--- src/rtl/arbitro_escrita_pkg.sv ---
// Shared types and default widths for the register-bank write-port arbiter.
package arbitro_escrita_pkg;

  localparam int unsigned LARGURA_DADO_PADRAO = 32;
  localparam int unsigned LARGURA_END_PADRAO  = 5;

  typedef enum logic [1:0] {
    OCIOSO         = 2'd0,
    ESPERA_ENTRADA = 2'd1,
    CONCLUI        = 2'd2
  } estado_t;

  typedef enum logic [1:0] {
    FONTE_NENHUMA = 2'd0,
    FONTE_UC      = 2'd1,
    FONTE_SWITCH  = 2'd2,
    FONTE_DBG     = 2'd3
  } fonte_t;

endpackage

--- src/rtl/detector_borda.sv ---
// Two-flop synchroniser for an asynchronous level followed by a rising-edge pulse.
module detector_borda (
  input  logic clock,
  input  logic reset,
  input  logic entrada,
  output logic pulso
);

  logic sinc1_q, sinc2_q, anterior_q;

  always_ff @(posedge clock or negedge reset) begin
    if (!reset) begin
      sinc1_q    <= 1'b0;
      sinc2_q    <= 1'b0;
      anterior_q <= 1'b0;
    end else begin
      sinc1_q    <= entrada;
      sinc2_q    <= sinc1_q;
      anterior_q <= sinc2_q;
    end
  end

  assign pulso = sinc2_q & ~anterior_q;

endmodule

--- src/rtl/arbitro_escrita_banco.sv ---
// Shares the bank write port between UC writeback, the IN/switch path and a debug port.
// Optional REG_ZERO_PROTEGIDO_EN suppresses the bank write enable for address 0.
module arbitro_escrita_banco
  import arbitro_escrita_pkg::*;
#(
  parameter int unsigned LARGURA_DADO = LARGURA_DADO_PADRAO,
  parameter int unsigned LARGURA_END  = LARGURA_END_PADRAO
) (
  input  logic                    clock,
  input  logic                    reset,
  input  logic                    ucEscreve,
  input  logic                    ucEntrada,
  input  logic [LARGURA_END-1:0]  ucEndereco,
  input  logic [LARGURA_DADO-1:0] ucDado,
  input  logic [LARGURA_DADO-1:0] switchDado,
  input  logic                    switchConfirma,
  input  logic                    dbgEscreve,
  input  logic [LARGURA_END-1:0]  dbgEndereco,
  input  logic [LARGURA_DADO-1:0] dbgDado,
  output logic                    bancoEscreve,
  output logic [LARGURA_END-1:0]  bancoEndereco,
  output logic [LARGURA_DADO-1:0] bancoDado,
  output logic                    ucParada,
  output logic                    dbgAceito,
  output logic                    estadoEntrada
);

  estado_t                estado_q, estado_d;
  fonte_t                 fonte;
  logic [LARGURA_END-1:0] end_in_q, end_in_d;
  logic                   vez_dbg_q, vez_dbg_d;
  logic                   entrada_d;
  logic                   parada, aceito;
  logic                   confirma_pulso;
  logic                   escreve_d;
  logic [LARGURA_END-1:0] endereco_d;
  logic [LARGURA_DADO-1:0] dado_d;

  detector_borda u_detector_borda (
    .clock   (clock),
    .reset   (reset),
    .entrada (switchConfirma),
    .pulso   (confirma_pulso)
  );

  always_comb begin
    estado_d  = estado_q;
    entrada_d = estadoEntrada;
    end_in_d  = end_in_q;
    vez_dbg_d = vez_dbg_q;
    fonte     = FONTE_NENHUMA;
    parada    = 1'b0;
    aceito    = 1'b0;
    case (estado_q)
      OCIOSO: begin
        if (ucEntrada) begin
          parada    = 1'b1;
          end_in_d  = ucEndereco;
          estado_d  = ESPERA_ENTRADA;
          entrada_d = 1'b1;
          // The port carries no UC write this cycle, so debug may use it.
          if (dbgEscreve) begin
            fonte  = FONTE_DBG;
            aceito = 1'b1;
          end
        end else if (ucEscreve && dbgEscreve) begin
          vez_dbg_d = ~vez_dbg_q;
          if (vez_dbg_q) begin
            fonte  = FONTE_DBG;
            aceito = 1'b1;
            parada = 1'b1;
          end else begin
            fonte = FONTE_UC;
          end
        end else if (ucEscreve) begin
          fonte = FONTE_UC;
        end else if (dbgEscreve) begin
          fonte  = FONTE_DBG;
          aceito = 1'b1;
        end
      end
      ESPERA_ENTRADA: begin
        parada = 1'b1;
        if (confirma_pulso) begin
          fonte     = FONTE_SWITCH;
          estado_d  = CONCLUI;
          entrada_d = 1'b0;
        end else if (dbgEscreve) begin
          fonte  = FONTE_DBG;
          aceito = 1'b1;
        end
      end
      CONCLUI: begin
        estado_d = OCIOSO;
      end
      default: begin
        estado_d  = OCIOSO;
        entrada_d = 1'b0;
      end
    endcase
  end

  always_comb begin
    escreve_d  = 1'b1;
    endereco_d = bancoEndereco;
    dado_d     = bancoDado;
    case (fonte)
      FONTE_UC: begin
        endereco_d = ucEndereco;
        dado_d     = ucDado;
      end
      FONTE_SWITCH: begin
        endereco_d = end_in_q;
        dado_d     = switchDado;
      end
      FONTE_DBG: begin
        endereco_d = dbgEndereco;
        dado_d     = dbgDado;
      end
      default: escreve_d = 1'b0;
    endcase
`ifdef REG_ZERO_PROTEGIDO_EN
    if (endereco_d == '0) escreve_d = 1'b0;
`endif
  end

  always_ff @(posedge clock or negedge reset) begin
    if (!reset) begin
      estado_q      <= OCIOSO;
      end_in_q      <= '0;
      vez_dbg_q     <= 1'b0;
      estadoEntrada <= 1'b0;
      bancoEscreve  <= 1'b0;
      bancoEndereco <= '0;
      bancoDado     <= '0;
    end else begin
      estado_q      <= estado_d;
      end_in_q      <= end_in_d;
      vez_dbg_q     <= vez_dbg_d;
      estadoEntrada <= entrada_d;
      bancoEscreve  <= escreve_d;
      bancoEndereco <= endereco_d;
      bancoDado     <= dado_d;
    end
  end

  // Handshake outputs are forced low while reset is held.
  assign ucParada  = parada & reset;
  assign dbgAceito = aceito & reset;

endmodule
--- config.mk ---
export PLATFORM = sky130hd
export DESIGN_NAME = arbitro_escrita_banco
export DESIGN_NICKNAME = d
export VERILOG_FILES = /design/src/rtl/arbitro_escrita_pkg.sv /design/src/rtl/detector_borda.sv /design/src/rtl/arbitro_escrita_banco.sv
export SDC_FILE = /design/constraint.sdc
export NUM_CORES = 1
export LEC_CHECK = 0
export CORE_MARGIN = 8
export CORE_UTILIZATION = 40
export DETAILED_ROUTE_END_ITERATION = 7
export PLACE_DENSITY = 0.92
export SYNTH_ARGS = -nofsm -noshare
export SYNTH_HDL_FRONTEND = slang
export SYNTH_SLANG_ARGS = --single-unit
--- constraint.sdc ---
create_clock -name clock -period 2.1 [get_ports clock]
set_input_delay 0.525 -clock clock [delete_from_list [all_inputs] [get_ports clock]]
set_output_delay 0.525 -clock clock [all_outputs]
set_load 0.005 [all_outputs]
Yosys cells after proc, flatten, opt, wreduce, memory -nomap -nowiden
Index checks and enable logic that the tools add are counted.
{"block": "word_totals", "output_inout_bits": 41, "input_bits": 112, "regBits": 50, "wordCells": 58}
{"block": "op_classes", "muxes": 26, "n_eq_ne": 7, "bitwise_logic": 7, "reduce_logical": 8}
{"operator": "one-hot mux 32 bit (3 select lines)", "n": 1}
{"operator": "2-to-1 mux 2 bit", "n": 8}
{"operator": "one-hot mux 5 bit (3 select lines)", "n": 1}
{"operator": "2-to-1 mux 1 bit", "n": 11}
{"operator": "one-hot mux 2 bit (2 select lines)", "n": 2}
{"operator": "equality test 2 bit (second input constant)", "n": 3}
{"operator": "AND reduction 3 bit", "n": 2}
{"operator": "equality test 2 x 1 -> 1 bit (second input constant)", "n": 2}
{"operator": "!= test 2 bit (second input constant)", "n": 2}
{"operator": "NOT 1 bit", "n": 4}
{"operator": "one-hot mux 1 bit (2 select lines)", "n": 2}
{"operator": "AND reduction 2 bit", "n": 2}
{"operator": "AND 1 bit", "n": 3}
{"operator": "one-hot mux 1 bit (3 select lines)", "n": 1}
{"operator": "nonzero test 3 bit", "n": 1}
{"operator": "OR reduction 3 bit", "n": 1}
{"operator": "logical NOT 2 bit", "n": 1}
{"operator": "logical AND 1 bit", "n": 1}

Depth between registers and ports, before layout
{"block": "logic_depth", "depth_word": 8, "mapped_depth": 7, "mapped_depth_nobuf": 5}

Modules after synthesis
From an unflattened synthesis, not the netlist that was laid out.
{"block": "unflattened", "cells_unflattened": 214, "area_unflattened_um2": 2612.5}
{"module": "arbitro_escrita_banco", "cells_per_inst": 210, "n_inst": 1, "seq_area_each_um2": 1176.1, "area_per_inst_um2": 2523.7}
{"module": "detector_borda", "cells_per_inst": 4, "n_inst": 1, "seq_area_each_um2": 75.1, "area_per_inst_um2": 88.8}

Worst setup path after synthesis
No wires, ideal clock.
{"block": "synth_path", "path_type": "input -> output", "startpoint": "input ucEscreve", "endpoint": "output dbgAceito", "required_time_ns": 1.575, "path_buffers": 1, "cell_stages": 4, "slack_ns": 0.378, "arrival_time_ns": 1.197, "path_cell_list": "inv_2 o311ai_4 clkbuf_1 a21oi_1"}
{"block": "synth_between", "elab_chain_cells": 5, "word_cells_on_any_way": 6, "classes_between": "mux (4); bitwise (1); reduce/logical (1)"}
{"element": "start: declaration", "line": "arbitro_escrita_banco.sv:11", "source": "input logic ucEscreve,"}
{"element": "2-to-1 mux 1 bit / logical AND 1 bit (equally long branches)", "line": "arbitro_escrita_banco.sv:75, arbitro_escrita_banco.sv:66"}
{"element": "2-to-1 mux 1 bit (*)", "line": "arbitro_escrita_banco.sv:66", "source": "end else if (ucEscreve && dbgEscreve) begin"}
{"element": "2-to-1 mux 1 bit (*)", "line": "arbitro_escrita_banco.sv:56", "source": "if (ucEntrada) begin"}
{"element": "one-hot mux 1 bit (2 select lines) (*)", "line": "arbitro_escrita_banco.sv:54", "source": "case (estado_q)"}
{"element": "AND 1 bit (*)", "line": "arbitro_escrita_banco.sv:149", "source": "assign dbgAceito = aceito & reset;"}
{"element": "end: declaration", "line": "arbitro_escrita_banco.sv:24", "source": "output logic dbgAceito,"}
Mark *: on every way between the ends. The rest lies on a longest branch, timed or not.

Worst setup path after layout
Ends and elaborated chain as after synthesis.

==> impl_results.md <==
* Cell variety after synth at 32
* Outcome: completed
* Width of the die at between 100 and 150 um
* WS Path Type: in2out
* Antenna diodes at 0
* Synth Flop Type: dfrtp_1
* Cell taking the most area after synthesis: dfrtp_1
* Share of cells above drive strength 1 at 0.2195
* Clock Power Share at 0.087
* Gpl congestion at ~0.79
* Area added between synthesis and finish at 59.89%
* CP Launch Type: primary input
* Relative slew slack at 0.5616
* Final period util at 0.9501
* Gate power share at 0.642
* Global-route wire length before repair at between 15000 and 20000 um
* Int Pwr at approximately 4.2 mW
* Reg-to-reg startpoint: estado_q[1]$_DFFE_PN0P_
* Yosys warns at 0
* Clock Skew at between 9 and 10 ps
* Reg2reg path depth at 8
* Worst setup EP type: primary output
* Fin. Hold Viols at 0
* Hold WS at around 360 ps
* CTS Buffer Depth at 2
* Worst path required time at approximately 1600 ps
* Sequential Power Share at 0.271
* Port bufs at 152
* Worst hold start: u_detector_borda.sinc1_q$_DFF_PN0_
* Total GRT Usage at 0.1845
* Maximum VDD drop at 0.7230 mV
* Total Nets Final at 521
* Via count at around 2.7k
* Mapped Cells at 255
* DIE AREA at roughly 0.010 mm^2
* Post-detail-place hpwl at ~7400 um
* Final setup viols at 0
* Die Y-Extent at around 100 um
* Yosys top cell area share at 0.4272
* Slew @ Worst Pin at ~660 ps
* Fmax at 501.2 MHz
* Sink Count at 50
* CTS buffer count at 5
* Wire per inst at between 15 and 20 um
* Total gr overflow at 0
* Final core utilization at 0.6527
* Min-Delay Path Class: reg2reg
* Core area at 0.007176 mm^2
* Tmin final at about 2000 ps
* Worst Setup SP: ucEscreve
* Initial cell density of the core at 0.4082
* Drc violations at 0
* CTS tree: done
* Syn_area_per_cell at ~11 um^2
* Count leader, synth: dfrtp_1
* Syn nets at between 300 and 400
* Reg clk slew, reported paths at roughly 80 ps
* Tot Pwr at 6.621 mW
* CTS H-Tree Depth at 2
* DR iter-0 viols at between 90 and 100
* Total wire length at approximately 9700 um
* Vias in the first global route at a little under 3k
* Sw Ratio at 0.3613
* # IOs at 153
* Reg2Reg Setup Slack at 330 ps
* Setup Buffers After CTS at 0
* Main area contributors after synthesis: dfrtp_1 43%, a2bb2oi_2 15%, o22ai_2 8.1%
* Max_cap viols at 0
* Worst hold path depth at 0
* Routed Antenna Nets at 0
* Worst reg2reg endpoint: bancoEndereco[2]$_DFFE_PN0P_
* Later-pin clock latency in the skew report at about 290 ps
* Vias per cell at ~5.2
* Pins Over Slew Limit at 0
* CP Max Fanout at 3
* First-pass DRT Iterations at 4
* Synthesized area at 0.002929 mm^2
* Antenna violations before repair at 0
* Setup total negative slack at 0 ps
* Synth cell count leaders: 50 x dfrtp_1, 37 x and3_1, 37 x nand2_1
* Sequential fraction of the synthesis area at 0.4272
* Hold endpoint: u_detector_borda.sinc2_q$_DFF_PN0_
* Leakage at approximately 1.9 nW
* Unrepaired setup endpoints after global routing: no
* Post-synth EDFFs at 0
* Fraction of registers with async set/reset at 1.000
* Synth Register Bits at 50
* Sw Pwr at 2.392 mW
* Worst EP arrival at ~1500 ps
* Largest net degree at the start of global routing at 51
* P per Cell Area at roughly 1400 mW/mm^2
* Row count at 31
* Clock Root Buffer: clkbuf_8
[area by class of cell]
cell class | instances | area (um^2)
Multi-Input combinational cell | 179 | 1476
Clock buffer | 7 | 86.33
Clock inverter | 1 | 5.005
Inverter | 2 | 7.507
Tap cell | 99 | 123.9
Fill cell | 564 | 2492
Sequential cell | 50 | 1252
Timing Repair Buffer | 171 | 1732
[critical path: stages]
cell,delay (ps)
dlygate4sd2_1,240
inv_2,60
o311ai_4,280
a21oi_1,100
dlygate4sd2_1,270
[worst max path at each step]
stage | end | slack, ps | cells past startpoint
finish | dbgAceito | 100 | 5
global route | dbgAceito | 20 | 4
CTS | dbgAceito | 90 | 5
detailed placement | bancoDado[12]$_DFFE_PN0P_ | -400 | 9
global placement | dbgAceito | -340 | 5
floorplan | dbgAceito | 380 | 4
[flip-flops by register name, indices dropped and copies added (netlist names)]
name                         flops
u_detector_borda.sinc1_q         1
estado_q                         2
u_detector_borda.anterior_q      1
end_in_q                         5
bancoEndereco                    5
u_detector_borda.sinc2_q         1
bancoEscreve                     1
bancoDado                       32
estadoEntrada                    1
vez_dbg_q                        1
[placed cells by master, fill, tap and decap left out, drive strengths merged, types with 4 or more instances in the layout]
master         instances
mux2                   5
nor2b                  4
and3                  37
o22ai                 38
dlygate4sd2            5
buf                   20
dfrtp                 50
a2bb2oi               37
clkbuf                 7
nand2                 39
clkdlybuf4s50        146
[power groups by stage]
stage,clock (mW),combinational [mW],sequential [mW]
after floorplan,0,2.65,1.80
after global placement,0,4.17,1.78
after detailed placement,0,4.31,1.81
after CTS,0.604,4.31,1.79
after global routing,0.641,4.54,1.85
final,0.577,4.25,1.79
[through the flow]
step	instance area [um^2]	instances	setup slack, ps
3_3_place_gp	4593	501	-340.1
3_5_place_dp	4593	501	-396.9
2_1_floorplan	2929	255	378.0
4_1_cts	4682	509	90.46
6_report	4683	509	104.7
5_1_grt	4683	509	15.74
[repair_timing]
action	4_1_cts	5_1_grt
resized for setup	6	1
setup endpoints to repair	39	1
pin swaps	0	0
hold buffers	0	0
[kinds of logic after synthesis]
kind of cell           synth area share
multiplexers                    0.01922
flip-flops                       0.4272
buffers and inverters           0.07005
AND/OR/NAND/NOR                  0.1662
AO/OA/AOI/OAI                    0.3144
XOR/XNOR                       0.002991
[layer usage]
metal,wire length (um),up-vias,track usage
met3,759,16,0.05979
met5,0,-,0
met4,214,0,0.05727
met2,4692,109,0.3094
li1,-,1259,-
met1,4082,1285,0.2178
Power figures use the tool's default switching activity.
